**config.mk**
```make
export PLATFORM = sky130hd
export DESIGN_NAME = fixed_subframe_decoder
export DESIGN_NICKNAME = d
export VERILOG_FILES = /design/src/rtl/fixed_subframe_pkg.sv /design/src/rtl/fixed_predictor.sv /design/src/rtl/fixed_subframe_decoder.sv
export SDC_FILE = /design/constraint.sdc
export NUM_CORES = 1
export LEC_CHECK = 0
export BUFFER_PORTS_ARGS = -buffer_cell sky130_fd_sc_hd__buf_2
export CAP_MARGIN = 25
export CORE_UTILIZATION = 56
export CTS_CLUSTER_DIAMETER = 80
export DETAILED_ROUTE_END_ITERATION = 8
export PLACE_DENSITY = 0.78
export SLEW_MARGIN = 25
export SYNTH_ARGS = -nofsm -noshare
export SYNTH_HDL_FRONTEND = slang
export SYNTH_SLANG_ARGS = --single-unit
```
**constraint.sdc**
```tcl
create_clock -name iClock -period 5.7 [get_ports iClock]
set_input_delay 1.14 -clock iClock [delete_from_list [all_inputs] [get_ports iClock]]
set_output_delay 1.14 -clock iClock [all_outputs]
set_load 0.005 [all_outputs]
```
**src/rtl/fixed_subframe_pkg.sv**
```systemverilog
// Shared definitions for the fixed-subframe decoder: header type codes,
// FSM state encoding, subframe kinds and the header decode helper.
package fixed_subframe_pkg;

  localparam int MAX_ORDER = 4;

  localparam logic [3:0] CODE_CONSTANT   = 4'd0;
  localparam logic [3:0] CODE_VERBATIM   = 4'd1;
  localparam logic [3:0] CODE_FIXED_BASE = 4'd8;

  typedef enum logic [2:0] {
    ST_IDLE,
    ST_HDR,
    ST_FETCH,
    ST_LATCH,
    ST_EMIT,
    ST_DONE,
    ST_ERROR
  } state_t;

  typedef enum logic [1:0] {
    KIND_CONSTANT,
    KIND_VERBATIM,
    KIND_FIXED
  } kind_t;

  typedef struct packed {
    logic       valid;
    kind_t      kind;
    logic [2:0] order;
  } header_t;

  // Map the 4-bit header type code onto a subframe kind and predictor order.
  function automatic header_t decode_header(input logic [3:0] code);
    header_t h;
    h.valid = 1'b0;
    h.kind  = KIND_VERBATIM;
    h.order = 3'd0;
    if (code == CODE_CONSTANT) begin
      h.valid = 1'b1;
      h.kind  = KIND_CONSTANT;
    end else if (code == CODE_VERBATIM) begin
      h.valid = 1'b1;
    end else if (code >= CODE_FIXED_BASE && code <= CODE_FIXED_BASE + 4'(MAX_ORDER)) begin
      h.valid = 1'b1;
      h.kind  = KIND_FIXED;
      h.order = 3'(code - CODE_FIXED_BASE);
    end
    return h;
  endfunction

endpackage

```
**src/rtl/fixed_predictor.sv**
```systemverilog
// Fixed linear predictor: keeps the last MAX_ORDER decoded samples and adds
// the order-selected polynomial prediction to the incoming residual.
// Order 0 passes the residual straight through (warm-up, verbatim, constant).
module fixed_predictor
  import fixed_subframe_pkg::*;
#(
  parameter int SAMPLE_WIDTH = 16
) (
  input  logic                    clk,
  input  logic                    rst_n,
  input  logic                    i_clear,
  input  logic                    i_shift,
  input  logic [2:0]              i_order,
  input  logic [SAMPLE_WIDTH-1:0] i_residual,
  output logic [SAMPLE_WIDTH-1:0] o_sample
);

  // Four guard bits hold the worst-case order-4 sum without overflow.
  localparam int EW = SAMPLE_WIDTH + 4;

  logic [SAMPLE_WIDTH-1:0] r_hist [MAX_ORDER];
  logic signed [EW-1:0]    w_r, w_s1, w_s2, w_s3, w_s4, w_pred, w_sum;

  function automatic logic signed [EW-1:0] sext(input logic [SAMPLE_WIDTH-1:0] v);
    return {{4{v[SAMPLE_WIDTH-1]}}, v};
  endfunction

  assign w_r  = sext(i_residual);
  assign w_s1 = sext(r_hist[0]);
  assign w_s2 = sext(r_hist[1]);
  assign w_s3 = sext(r_hist[2]);
  assign w_s4 = sext(r_hist[3]);

  // Polynomial prediction selected by order, then wrapped back to sample width.
  always_comb begin
    // NOTE: every combinational output gets a default first so no path can infer a latch.
    w_pred = '0;
    unique case (i_order)
      3'd1: w_pred = w_s1;
      3'd2: w_pred = (w_s1 <<< 1) - w_s2;
      3'd3: w_pred = (w_s1 <<< 1) + w_s1 - ((w_s2 <<< 1) + w_s2) + w_s3;
      3'd4: w_pred = (w_s1 <<< 2) - ((w_s2 <<< 2) + (w_s2 <<< 1)) + (w_s3 <<< 2) - w_s4;
      default: w_pred = '0;
    endcase
    w_sum    = w_r + w_pred;
    o_sample = w_sum[SAMPLE_WIDTH-1:0];
  end

  // History shift register, most recent sample at index 0.
  always_ff @(posedge clk or negedge rst_n) begin
    if (!rst_n) begin
      // NOTE: the history is only four words of flops, so it is reset explicitly;
      // a true RAM would not be reset this way.
      for (int i = 0; i < MAX_ORDER; i++) r_hist[i] <= '0;
    end else if (i_clear) begin
      for (int i = 0; i < MAX_ORDER; i++) r_hist[i] <= '0;
    end else if (i_shift) begin
      r_hist[0] <= o_sample;
      for (int i = 1; i < MAX_ORDER; i++) r_hist[i] <= r_hist[i-1];
    end
  end

endmodule

```
**src/rtl/fixed_subframe_decoder.sv**
```systemverilog
// Fixed-subframe decoder: reads a header word and the following words from a
// synchronous RAM and emits CONSTANT, VERBATIM or FIXED-predicted samples
// through a valid/ready handshake. iEnable low freezes everything except IDLE.
module fixed_subframe_decoder
  import fixed_subframe_pkg::*;
#(
  parameter int SAMPLE_WIDTH = 16,
  parameter int ADDR_WIDTH   = 16,
  parameter int BLOCK_WIDTH  = 16
) (
  input  logic                    iClock,
  input  logic                    iReset,
  input  logic                    iEnable,
  input  logic [ADDR_WIDTH-1:0]   iBaseAddr,
  input  logic [BLOCK_WIDTH-1:0]  iBlockSize,
  input  logic [SAMPLE_WIDTH-1:0] iData,
  output logic [ADDR_WIDTH-1:0]   oReadAddr,
  output logic [SAMPLE_WIDTH-1:0] oSample,
  output logic                    oSampleValid,
  input  logic                    iSampleReady,
  output logic                    oFrameDone,
  output logic                    oError
);

  state_t                  r_state;
  kind_t                   r_kind;
  logic [2:0]              r_order;
  logic [BLOCK_WIDTH-1:0]  r_block;
  logic [BLOCK_WIDTH-1:0]  r_count;
  logic [ADDR_WIDTH-1:0]   r_addr;
  logic [SAMPLE_WIDTH-1:0] r_sample;
  logic                    r_valid;
  logic                    r_done;
  logic                    r_error;
  logic                    r_hdr_wait;

  header_t                 w_hdr;
  logic                    w_warmup;
  logic                    w_last;
  logic                    w_hold_const;
  logic [2:0]              w_pred_order;
  logic [SAMPLE_WIDTH-1:0] w_pred_sample;

  assign w_hdr        = decode_header(iData[3:0]);
  assign w_warmup     = (r_kind == KIND_FIXED) && (r_count < BLOCK_WIDTH'(r_order));
  assign w_pred_order = (r_kind == KIND_FIXED && !w_warmup) ? r_order : 3'd0;
  assign w_last       = (r_count + BLOCK_WIDTH'(1)) == r_block;
  // CONSTANT frames read their value once and re-emit the held sample.
  assign w_hold_const = (r_kind == KIND_CONSTANT) && (r_count != '0);

  fixed_predictor #(
    .SAMPLE_WIDTH(SAMPLE_WIDTH)
  ) u_predictor (
    .clk        (iClock),
    .rst_n      (iReset),
    .i_clear    (iEnable && r_state == ST_IDLE),
    .i_shift    (iEnable && r_state == ST_LATCH),
    .i_order    (w_pred_order),
    .i_residual (iData),
    .o_sample   (w_pred_sample)
  );

  // Decoder FSM with registered address and handshake outputs.
  always_ff @(posedge iClock or negedge iReset) begin
    if (!iReset) begin
      r_state    <= ST_IDLE;
      r_kind     <= KIND_VERBATIM;
      r_order    <= 3'd0;
      r_block    <= '0;
      r_count    <= '0;
      r_addr     <= '0;
      r_sample   <= '0;
      r_valid    <= 1'b0;
      r_done     <= 1'b0;
      r_error    <= 1'b0;
      r_hdr_wait <= 1'b0;
    end else if (iEnable) begin
      // NOTE: state is updated with non-blocking assignments so every branch
      // sees the values from before this clock edge.
      unique case (r_state)
        ST_IDLE: begin
          r_block    <= iBlockSize;
          r_addr     <= iBaseAddr;
          r_count    <= '0;
          r_hdr_wait <= 1'b0;
          r_state    <= ST_HDR;
        end
        ST_HDR: begin
          // The RAM returns the header one cycle after its address is presented.
          if (!r_hdr_wait) begin
            r_hdr_wait <= 1'b1;
          end else begin
            r_hdr_wait <= 1'b0;
            if (!w_hdr.valid || r_block == '0) begin
              r_error <= 1'b1;
              r_state <= ST_ERROR;
            end else begin
              r_kind  <= w_hdr.kind;
              r_order <= w_hdr.order;
              r_addr  <= r_addr + ADDR_WIDTH'(1);
              r_state <= ST_FETCH;
            end
          end
        end
        ST_FETCH: r_state <= ST_LATCH;
        ST_LATCH: begin
          if (!w_hold_const) r_sample <= w_pred_sample;
          r_valid <= 1'b1;
          r_state <= ST_EMIT;
        end
        ST_EMIT: begin
          if (iSampleReady) begin
            r_valid <= 1'b0;
            r_count <= r_count + BLOCK_WIDTH'(1);
            if (w_last) begin
              r_done  <= 1'b1;
              r_state <= ST_DONE;
            end else if (r_kind == KIND_CONSTANT) begin
              r_state <= ST_LATCH;
            end else begin
              r_addr  <= r_addr + ADDR_WIDTH'(1);
              r_state <= ST_FETCH;
            end
          end
        end
        ST_DONE: begin
          r_done  <= 1'b0;
          r_state <= ST_IDLE;
        end
        ST_ERROR: begin
          r_error <= 1'b1;
          r_valid <= 1'b0;
        end
        default: r_state <= ST_IDLE;
      endcase
    end
  end

  assign oReadAddr    = r_addr;
  assign oSample      = r_sample;
  assign oSampleValid = r_valid;
  assign oFrameDone   = r_done;
  assign oError       = r_error;

endmodule

```
==> summary.md <==
| Metric | Value |
|---|---|
| Unrepaired setup endpoints after global routing | `yes` |
| Maximum buffer depth of the clock tree | `2` |
| Count of cell types in the netlist | `86` |
| Crit path required time | `6.03 ns` |
| Setup-failing EPs final | `0` |
| Worst R2R End | `oSample[15]$_DFFE_PN0P_` |
| Number of global-route vias before repair | `9,917` |
| Worst slew margin | `0.352` |
| Leading register cell type out of synthesis | `sky130_fd_sc_hd__dfrtp_1` |
| Total wirelength of the detailed-routed design | `29,700 µm` |
| Post-route clock period utilization | `0.982` |
| Final antenna-violating net count | `0` |
| Layout cell share with drive strength beyond 1 | `0.155` |
| Most area-hungry cell type in the Yosys netlist | `sky130_fd_sc_hd__dfrtp_1` |
| Final clock skew | `0.0135 ns` |
| Minimum period implied by the final worst setup slack | `5.60 ns` |
| Minimum setup slack in the final design | `0.102 ns` |
| CP startpoint kind | `register` |
| Final Hold Viols | `0` |
| # nets final | `1,661` |
| Total Die Area | `0.0222 mm²` |
| Clk Latency, worst-skew pair | `0.45 ns` |
| Final slew viol count | `0` |
| Dominant cells by area after synthesis | `sky130_fd_sc_hd__dfrtp_1 29%, sky130_fd_sc_hd__fa_1 14%, sky130_fd_sc_hd__ha_1 7.1%` |
| Via density | `5.78` |
| Yosys reg bits | `140` |
| Root Buffer Master | `sky130_fd_sc_hd__clkbuf_16` |
| Most used cells in the layout excluding fill and tap cells | `188 x sky130_fd_sc_hd__inv_1, 159 x sky130_fd_sc_hd__nand2_1, 138 x sky130_fd_sc_hd__dfrtp_1` |
| Hold Worst Slack | `0.469 ns` |
| Depth of the CTS H-tree | `4` |
| Post-synthesis instance area | `0.0121 mm²` |
| Core Rows | `53` |
| Arrival time reported for the critical path endpoint | `5.93 ns` |
| Io pins | `87` |
| Clock slew at reported path FFs | `0.07 ns` |
| Number of antenna violations at the first check in global routing | `0` |
| Gate count after technology mapping | `1,382` |
| Share of the core filled with cells in the final layout | `0.644` |
| Starting utilization of the core area | `0.573` |
| Fmax achieved | `0.179 GHz` |
| Vertical die dimension | `149 µm` |
| Pre-antenna DRT Iters | `7` |
| Transition at the pin with the smallest max-transition slack | `0.970 ns` |
| Quantity of I/O buffers inserted on ports | `86` |
| DP Wirelength | `21,400 µm` |
| Number of warnings printed during yosys synthesis | `0` |
| Avg Cell Area, Syn | `8.75 µm²` |
| Biggest fanout along the worst timing path | `5` |
| CP Class | `reg2reg` |
| Pre-CTS WS | `-0.0743 ns` |
| Worst flop-to-flop path startpoint | `u_predictor.r_hist[33]$_DFFE_PN0P_` |
| Source of the critical timing path | `u_predictor.r_hist[33]$_DFFE_PN0P_` |
| # DRC | `0` |
| Fraction of the yosys area taken by sequential cells | `0.290` |
| Layout Area Growth over Synthesis | `12.3%` |
| Number of CTS-inserted buffers | `17` |
| Total Routing Usage GR | `0.280` |
| Final global-route overflow total | `0` |
| Post-Synthesis Net Count | `1,587` |
| Most frequent standard cell in the layout excluding fill and tap cells | `sky130_fd_sc_hd__inv_1` |
| Total clock sinks | `140` |
| Largest net degree at the start of global routing | `117` |
| Wire length of the first global-routing pass | `49,100 µm` |
| Worst R2R Path Depth | `24` |
| Run status | `completed` |
| Maxcap violations | `0` |
| Total via count after detailed routing | `10,100` |
| Violation count after the first detailed-route iteration | `755` |
| Worst min path class | `reg2reg` |
| Routed len/inst | `17.0 µm` |
| Flop-to-flop setup slack | `0.10 ns` |
| CTS tree | `done` |
| Endpoint type of the worst setup path | `register` |
| Number of hold buffers added after cts | `0` |
| Antenna diode count | `0` |
| Core ar. | `0.0211 mm²` |
| Fraction of registers with async set or reset after synthesis | `1.00` |
| Top-area cell type share of the netlist area | `0.288` |
| Weighted congestion reported at the end of routability-driven placement | `0.917` |
| Number of enable flip-flop cells after synthesis | `0` |
| Endpoint of the most critical setup path | `oSample[15]$_DFFE_PN0P_` |
| Chip width | `149 µm` |
cells in the mapped netlist (3+ instances only):
| library cell | number |
|---|---|
| sky130_fd_sc_hd__o21ai_0 | 149 |
| sky130_fd_sc_hd__a21o_1 | 15 |
| sky130_fd_sc_hd__a21oi_1 | 47 |
| sky130_fd_sc_hd__o21a_1 | 7 |
| sky130_fd_sc_hd__dfrtp_1 | 139 |
| sky130_fd_sc_hd__or3_1 | 13 |
| sky130_fd_sc_hd__inv_1 | 191 |
| sky130_fd_sc_hd__o31a_1 | 3 |
| sky130_fd_sc_hd__a21oi_2 | 16 |
| sky130_fd_sc_hd__a21oi_4 | 10 |
| sky130_fd_sc_hd__buf_2 | 5 |
| sky130_fd_sc_hd__xnor2_1 | 48 |
| sky130_fd_sc_hd__nand3_1 | 85 |
| sky130_fd_sc_hd__xor2_1 | 34 |
| sky130_fd_sc_hd__clkbuf_1 | 36 |
| sky130_fd_sc_hd__or2_2 | 3 |
| sky130_fd_sc_hd__nand2_1 | 159 |
| sky130_fd_sc_hd__ha_1 | 69 |
| sky130_fd_sc_hd__nor2_1 | 52 |
| sky130_fd_sc_hd__nand2b_1 | 18 |
| sky130_fd_sc_hd__fa_1 | 84 |
| sky130_fd_sc_hd__nand4_1 | 10 |
| sky130_fd_sc_hd__buf_1 | 7 |
| sky130_fd_sc_hd__nor2b_1 | 9 |
| sky130_fd_sc_hd__o21ai_1 | 6 |
| sky130_fd_sc_hd__mux2i_1 | 5 |
| sky130_fd_sc_hd__and2_1 | 9 |
| sky130_fd_sc_hd__buf_6 | 3 |
| sky130_fd_sc_hd__o2111ai_1 | 3 |
| sky130_fd_sc_hd__a31oi_1 | 6 |
| sky130_fd_sc_hd__a22oi_1 | 8 |
| sky130_fd_sc_hd__nor4_1 | 9 |
| sky130_fd_sc_hd__buf_4 | 4 |
| sky130_fd_sc_hd__a211oi_1 | 7 |
| sky130_fd_sc_hd__o21bai_1 | 3 |
| sky130_fd_sc_hd__o22ai_1 | 6 |
| sky130_fd_sc_hd__and3_1 | 11 |
| sky130_fd_sc_hd__o31ai_1 | 18 |
| sky130_fd_sc_hd__nor3_1 | 17 |
| sky130_fd_sc_hd__a2111oi_0 | 3 |
cells by family after synthesis:
family | after synthesis | share of synthesized area
fa+ha+maj | 154 | 0.211
mux | 7 | 0.00600
compound gates | 337 | 0.182
xor+xnor | 83 | 0.0608
buf+inv | 248 | 0.0821
flops | 140 | 0.290
simple gates | 413 | 0.168
cell type report:
cell class / instances / area [µm²]
Multi-Input combinational cell: 994 / 7750
Timing Repair Buffer: 112 / 658
Fill cell: 1697 / 7510
Inverter: 191 / 717
Clock buffer: 17 / 425
Sequential cell: 140 / 3510
Clock inverter: 15 / 176
Tap cell: 275 / 344
per-stage QoR:
step | std cells | instance area, µm² | TNS, ns
after floorplan | 1382 | 12100 | 0
after global placement | 1706 | 12800 | 0
after detailed placement | 1706 | 12800 | -0.126
after CTS | 1738 | 13400 | -0.000608
after global routing | 1744 | 13600 | -0.465
final | 1744 | 13600 | 0
critical path: stages, from the launching register on:
cell and delay, ns:
sky130_fd_sc_hd__dfrtp_1 0.42, sky130_fd_sc_hd__buf_6 0.14, sky130_fd_sc_hd__inv_1 0.08, sky130_fd_sc_hd__fa_1 0.45, sky130_fd_sc_hd__fa_1 0.50, sky130_fd_sc_hd__inv_1 0.06, sky130_fd_sc_hd__fa_1 0.49, sky130_fd_sc_hd__fa_1 0.43
sky130_fd_sc_hd__nor2b_1 0.13, sky130_fd_sc_hd__o21ai_0 0.14, sky130_fd_sc_hd__a21oi_1 0.28, sky130_fd_sc_hd__o21a_1 0.15, sky130_fd_sc_hd__nor2_1 0.06, sky130_fd_sc_hd__xnor2_1 0.13, sky130_fd_sc_hd__a222oi_1 0.19, sky130_fd_sc_hd__o21ai_0 0.18
sky130_fd_sc_hd__ha_1 0.38, sky130_fd_sc_hd__nor3_1 0.27, sky130_fd_sc_hd__nor2_1 0.12, sky130_fd_sc_hd__o211a_4 0.17, sky130_fd_sc_hd__o31ai_4 0.28, sky130_fd_sc_hd__xnor2_2 0.17, sky130_fd_sc_hd__nor2_1 0.06, sky130_fd_sc_hd__o21ai_1 0.11
sky130_fd_sc_hd__nand3_1 0.08
metal layers:
metal	vias up	global-route usage	routed length, µm
li1	4787	-	-
met2	330	0.481	14800
met4	0	0.0847	571
met3	48	0.0379	1530
met1	4911	0.368	12800
met5	-	0	0
how the worst min path moves through the flow:
stage / cells after the start / endpoint / slack, ns / from
6_report: 1 / oError$_DFFE_PN0P_ / 0.47 / oError$_DFFE_PN0P_
5_1_grt: 1 / oError$_DFFE_PN0P_ / 0.47 / oError$_DFFE_PN0P_
4_1_cts: 1 / oError$_DFFE_PN0P_ / 0.47 / oError$_DFFE_PN0P_
3_5_place_dp: 1 / oError$_DFFE_PN0P_ / 0.45 / oError$_DFFE_PN0P_
3_3_place_gp: 1 / oError$_DFFE_PN0P_ / 0.44 / oError$_DFFE_PN0P_
2_1_floorplan: 1 / oError$_DFFE_PN0P_ / 0.45 / oError$_DFFE_PN0P_
state kept, by name, summed over array words and instances (netlist names):
signal and cells:
r_count 16, oFrameDone 1, oSampleValid 1, r_block 16, oError 1, oSample 16, r_hdr_wait 1, oReadAddr 16
u_predictor.r_hist 64, r_state 3, r_kind 2, r_order 3
timing repair:
item                                    4_1_cts  5_1_grt
setup buffers                                 0        5
pin swaps                                     6       23
gates resized for setup                      10       36
endpoints found under the setup margin        5       12
Power is not shown: default switching activity piles up to over one toggle a cycle in this logic, so the estimate is an artifact.
